`src/rtl/movavg_ctrl.sv`:
```
// movavg_ctrl: 4-tap moving-window sum with valid/ready handshake on both sides,
// a one-cycle flush, and a saturating count of delivered sums.
// Optional feature macro: MOVAVG_PRIME_EN. When defined, partial sums are emitted
// while the window is still filling. When undefined, the first sum follows the
// 4th accepted sample after reset or flush.
module movavg_ctrl #(
  parameter int DW = 64
) (
  input  logic          clk,
  input  logic          reset,
  input  logic          in_valid,
  output logic          in_ready,
  input  logic [DW-1:0] din,
  input  logic          flush,
  output logic          out_valid,
  input  logic          out_ready,
  output logic [DW-1:0] dout,
  output logic [1:0]    state,
  output logic [15:0]   count
);

  typedef enum logic [1:0] {
    S_IDLE  = 2'd0,
    S_FILL  = 2'd1,
    S_RUN   = 2'd2,
    S_FLUSH = 2'd3
  } state_e;

  state_e        state_q, state_d;
  logic [DW-1:0] tap1_q, tap1_d;
  logic [DW-1:0] tap2_q, tap2_d;
  logic [DW-1:0] tap3_q, tap3_d;
  logic [2:0]    fill_q, fill_d;
  logic          out_valid_q, out_valid_d;
  logic [DW-1:0] dout_q, dout_d;
  logic [15:0]   count_q, count_d;

  logic          accept;
  logic          deliver;
  logic          emit;
  logic [DW-1:0] sum;

  // A new sample may enter only when the output slot is free or being drained.
  assign in_ready = !reset && !flush && (state_q != S_FLUSH) && (!out_valid_q || out_ready);
  assign accept   = in_valid && in_ready;
  assign deliver  = out_valid_q && out_ready;
  // Uses the taps before the shift; the adder width drops carries out of DW bits.
  assign sum      = din + tap1_q + tap2_q + tap3_q;

`ifdef MOVAVG_PRIME_EN
  assign emit = 1'b1;
`else
  // Only the accept that completes (or extends) a full window produces a sum.
  assign emit = (fill_q >= 3'd3);
`endif

  assign out_valid = out_valid_q;
  assign dout      = dout_q;
  assign state     = state_q;
  assign count     = count_q;

  // Next-state, window shift and output-slot update.
  always_comb begin
    // NOTE: every always_comb output gets a default first so no path can infer a latch.
    state_d     = state_q;
    tap1_d      = tap1_q;
    tap2_d      = tap2_q;
    tap3_d      = tap3_q;
    fill_d      = fill_q;
    out_valid_d = out_valid_q;
    dout_d      = dout_q;
    count_d     = count_q;

    if (deliver) begin
      out_valid_d = 1'b0;
      if (count_q != 16'hFFFF) begin
        count_d = count_q + 16'd1;
      end
    end

    if (flush || (state_q == S_FLUSH)) begin
      // Flush wins over any simultaneous sample; a pending sum is dropped.
      state_d     = flush ? S_FLUSH : S_IDLE;
      tap1_d      = '0;
      tap2_d      = '0;
      tap3_d      = '0;
      fill_d      = 3'd0;
      out_valid_d = 1'b0;
    end else if (accept) begin
      tap3_d = tap2_q;
      tap2_d = tap1_q;
      tap1_d = din;
      fill_d = (fill_q == 3'd4) ? 3'd4 : fill_q + 3'd1;
      if (emit) begin
        out_valid_d = 1'b1;
        dout_d      = sum;
      end
      state_d = (fill_d == 3'd4) ? S_RUN : S_FILL;
    end
  end

  // State register with synchronous reset.
  always_ff @(posedge clk) begin
    // NOTE: sequential state uses non-blocking assignments so all flops update together.
    if (reset) begin
      state_q     <= S_IDLE;
      tap1_q      <= '0;
      tap2_q      <= '0;
      tap3_q      <= '0;
      fill_q      <= 3'd0;
      out_valid_q <= 1'b0;
      dout_q      <= '0;
      count_q     <= 16'd0;
    end else begin
      state_q     <= state_d;
      tap1_q      <= tap1_d;
      tap2_q      <= tap2_d;
      tap3_q      <= tap3_d;
      fill_q      <= fill_d;
      out_valid_q <= out_valid_d;
      dout_q      <= dout_d;
      count_q     <= count_d;
    end
  end

endmodule

```
`config.mk`:
```
export PLATFORM = sky130hd
export DESIGN_NAME = movavg_ctrl
export DESIGN_NICKNAME = d
export VERILOG_FILES = /design/src/rtl/movavg_ctrl.sv
export SDC_FILE = /design/constraint.sdc
export NUM_CORES = 1
export LEC_CHECK = 0
export ABC_AREA = 1
export CORE_AREA = 2 2 266 268
export CTS_BUF_LIST = sky130_fd_sc_hd__clkbuf_4 sky130_fd_sc_hd__clkbuf_8
export DETAILED_ROUTE_END_ITERATION = 8
export DIE_AREA = 0 0 268 270
export DONT_BUFFER_PORTS = 1
export SETUP_SLACK_MARGIN = 0.4
export SYNTH_ARGS = -nofsm -noshare
export SYNTH_HDL_FRONTEND = slang
export SYNTH_SLANG_ARGS = --single-unit
```
`constraint.sdc`:
```
create_clock -name clk -period 5.4 [get_ports clk]
set_clock_uncertainty 0.1 [all_clocks]
set_input_delay 1.08 -clock clk [delete_from_list [all_inputs] [get_ports clk]]
set_output_delay 1.08 -clock clk [all_outputs]
set_load 0.05 [all_outputs]
```
==> impl_summary.log <==
[metrics] result of the run: finished clean
[metrics] first-pass GRT wire length: between 90000 and 100000 µm
[metrics] placed insts: around 3700
[metrics] area of combinational cells with multiple inputs: around 11000 µm²
[metrics] Fin. Hold Viols: 0
[metrics] DR WL met2: roughly 26000 µm
[metrics] Routability Congestion: approximately 0.92
[metrics] DRC marker count from the first detailed-route iteration: around 1400
[metrics] worst hold-check path type: reg2reg
[metrics] maximum number of pins on one net before global-route repair: around 270
[metrics] clock period minus final worst setup slack: slightly below 4000 ps
[metrics] uppermost signal routing layer after detailed routing: met5
[metrics] count of standard-cell rows: between 90 and 100
[metrics] synth-to-layout area growth: 10.5%
[metrics] CP Capture Type: flop
[metrics] ys async rst share: 0
[metrics] sequential standard cell area: between 5000 and 6000 µm²
[metrics] routed metal-1 wire length: 26400 µm
[metrics] total design power: 5.21 mW
[metrics] post-DR vias/cell: 4.48
[metrics] buffers from clock root to sink, at most: 3
[metrics] overall global routing resource usage: 0.160
[metrics] Maximum Capacitance Violations: 0
[metrics] Leakage Power: 10.3 nW
[metrics] number of sinks handled by clock tree synthesis: ~280
[metrics] number of clock buffers inserted by TritonCTS: 52
[metrics] fraction of post-synthesis cell area in the top cell type by area: 0.288
[metrics] area of all placed cells without fillers: about 21000 µm²
[metrics] ratio of final minimum period to clock period: 0.719
[metrics] maximum clock rate: between 200 and 300 MHz
[metrics] crit path buf inv count: 4
[metrics] Yosys Warn Count: 0
[metrics] cell family with most CP delay: adder cells
[metrics] setup TNS: 0 ps
[metrics] cell accounting for the most synthesized area: dfxtp_1
[metrics] arrival time at the worst endpoint: 4380 ps
[metrics] area inside the core boundary: roughly 70000 µm²
[metrics] layout net count: 3113
[metrics] mux cell area share after synthesis: 0
[metrics] DRC violation count after routing: 0
[metrics] mean area per synthesized cell: ~6.7 µm²
[metrics] Max Transition Viols Final: 0
[metrics] total setup buffers inserted after CTS: 0
[metrics] CP cell instances: inv_1 -> fa_1 -> inv_1 -> fa_1 -> ha_1 -> fa_1 -> nand3_1 -> nand3_1 -> nand4_1 -> nand3_1 -> nand2_1 -> inv_1 -> o21ai_0 -> o211ai_1 -> inv_1
[metrics] overflow left after global routing: 0
[metrics] number of register bits inferred by synthesis: 278
[metrics] cell area reported after detailed placement: between 20000 and 25000 µm²
[metrics] met3 wire length: around 4200 µm
[metrics] number of setup violations in the final report: 0
[metrics] transition at the pin with the smallest max-transition slack: around 1100 ps
[metrics] complex-gate fraction of the synthesized area: 0.0895
[metrics] count of flip-flops with a built-in enable after synthesis: 0
[metrics] Pwr per Cell Area: roughly 240 nW/µm²
[metrics] number of routed nets with antenna violations: 0
[metrics] Adder-Cell Fraction of Synth Area: 0.174
[metrics] Worst Setup Path Type: in2reg
[metrics] number of input and output port buffers inserted: 0
[metrics] Detailed Routing Iterations Pass 1: 8
[metrics] H-Tree Depth: 2
[metrics] number of top-level pins: roughly 150
[metrics] critical-path cell with the highest stage delay: fa_1
[metrics] Fill cells: 7663
[metrics] fraction of layout cells with a size suffix above 1: 0.0415
[metrics] Req. time, crit path: slightly below 6000 ps
[metrics] TritonCTS clock tree: built
[metrics] Die Span X: 268 µm
[metrics] clock latency on the worst-skew pair: ~650 ps
[metrics] Post-Synth Simple-Gate Area: 0.270
[metrics] die height: about 270 µm
[metrics] average wire length per cell after detail routing: 15.2 µm
[metrics] number of hold buffers added after cts: 0
[metrics] nature of the critical path startpoint: input pin
[metrics] net count of the mapped netlist: 3156
[metrics] Slowest Stage Delay on Critical Path: around 540 ps
[metrics] Post-Synthesis Cells: between 2000 and 3000
[metrics] parity-gate share of the synthesized area counting xor and xnor cells: 0.00951
[metrics] leading cell type in the layout, fill and taps excluded: inv_1
[metrics] worst-case vdd ir drop: about 0.00013 V
[metrics] post_cts resized: 0
[metrics] effective utilization at floorplan: 0.278
[metrics] worst-case headroom to the max-slew limit: 0.260
[metrics] Distinct cells, synth: 31
[metrics] post-detail-place hpwl: about 45000 µm
[metrics] final std cells w/o fill: about 3800
[metrics] sequential cell area fraction in the yosys report: 0.288
[metrics] antenna violations before repair: 3
[metrics] biggest fanout along the worst timing path: 4
[metrics] clock slew seen by the registers of the worst setup and hold paths: ~60 ps
[metrics] Main synth FF type: dfxtp_1
[metrics] leading cell types in the layout, fill and taps excluded: inv_1, nand2_1, dfxtp_1
[metrics] RSZ-0062 raised after global routing: no
[metrics] die area: around 72000 µm²
[metrics] netlist area before placement: ~19000 µm²
[metrics] number of vias in the routed layout: around 17000
[metrics] clock root buffer master: clkbuf_8
[metrics] top post-synthesis cells by area: dfxtp_1, inv_1, nand2_1
[metrics] total wire length: between 50000 and 60000 µm
[metrics] dominant combinational cell family by area after synthesis: simple AND/OR/NAND/NOR gates
[metrics] most prevalent standard cell on the critical path: inv_1
[metrics] vias in the first global route: around 16000
[final timing paths]
check	start	endpoint	slack, ps	cells past startpoint
worst max-delay path	din[1]	dout[21]	1520	15
worst min-delay path	tap3_q[0]	tap3_q[0]	380	2
worst max register to register	state[0]	dout[10]	1570	12
worst min register to register	tap3_q[0]	tap3_q[0]	380	2
[flip-flops by register name, summed over array words and instances (netlist names)]
name       flops
state          2
fill_q         3
tap1_q        64
tap2_q        64
count         16
tap3_q        64
dout          64
out_valid      1
[routing by layer]
layer / GRT usage / up-vias
met4: 0.0456 / 4
met1: 0.212 / 7877
met2: 0.258 / 418
met3: 0.0387 / 91
li1: - / 8767
met5: 0 / -
[worst reg2reg max path: cells and delay by family, from the launching register on]
kind                   cells  cell delay [ps]
buffers and inverters      5             1550
AOI/OAI and AO/OA          3              640
DFF                        1              510
and+or+nand+nor            4              930
[kinds of logic after synthesis]
family | count (synthesis)
AND/OR/NAND/NOR | 1210
buffers and inverters | 859
flip-flops | 278
XOR/XNOR | 21
adder cells (fa/ha/maj) | 193
AO/OA/AOI/OAI | 333
[per-stage QoR]
| step | util | hold WS, ps | setup slack (ps) |
|---|---|---|---|
| 2_1_floorplan | - | 350 | 1450 |
| 3_3_place_gp | 0.290 | 368 | 894 |
| 3_5_place_dp | 0.290 | 373 | 898 |
| 4_1_cts | 0.307 | 369 | 1510 |
| 5_1_grt | 0.307 | 388 | 1230 |
| 6_report | 0.307 | 381 | 1520 |
[cells in the mapped netlist, drive strengths merged, types with 8 or more instances]
| library cell | number |
|---|---|
| clkbuf | 60 |
| o211ai | 9 |
| a31oi | 8 |
| a21oi | 79 |
| nor3 | 18 |
| xor2 | 10 |
| buf | 46 |
| nand4 | 197 |
| ha | 67 |
| xnor2 | 11 |
| fa | 126 |
| or2 | 9 |
| nand3 | 96 |
| o21ai | 227 |
| nand2 | 676 |
| nor2 | 208 |
| inv | 752 |
| dfxtp | 278 |
[cell type report]
type | count | share of cell area
antenna | 1 | 0.000117
clock buffer | 77 | 0.0458
tap | 940 | 0.0550
sequential | 278 | 0.260
inverter | 753 | 0.133
timing repair buffer | 9 | 0.00492
clock inverter | 17 | 0.00907
multi-input combinational | 1757 | 0.492
[report_power, final]
group / switching, mW / internal, mW / total (mW)
registers: 0.0292 / 2.08 / 2.11
clock network: 0.974 / 1.35 / 2.33
logic: 0.548 / 0.222 / 0.770
total: 1.55 / 3.65 / 5.21
No activity file was read; power rests on OpenSTA's default activity.
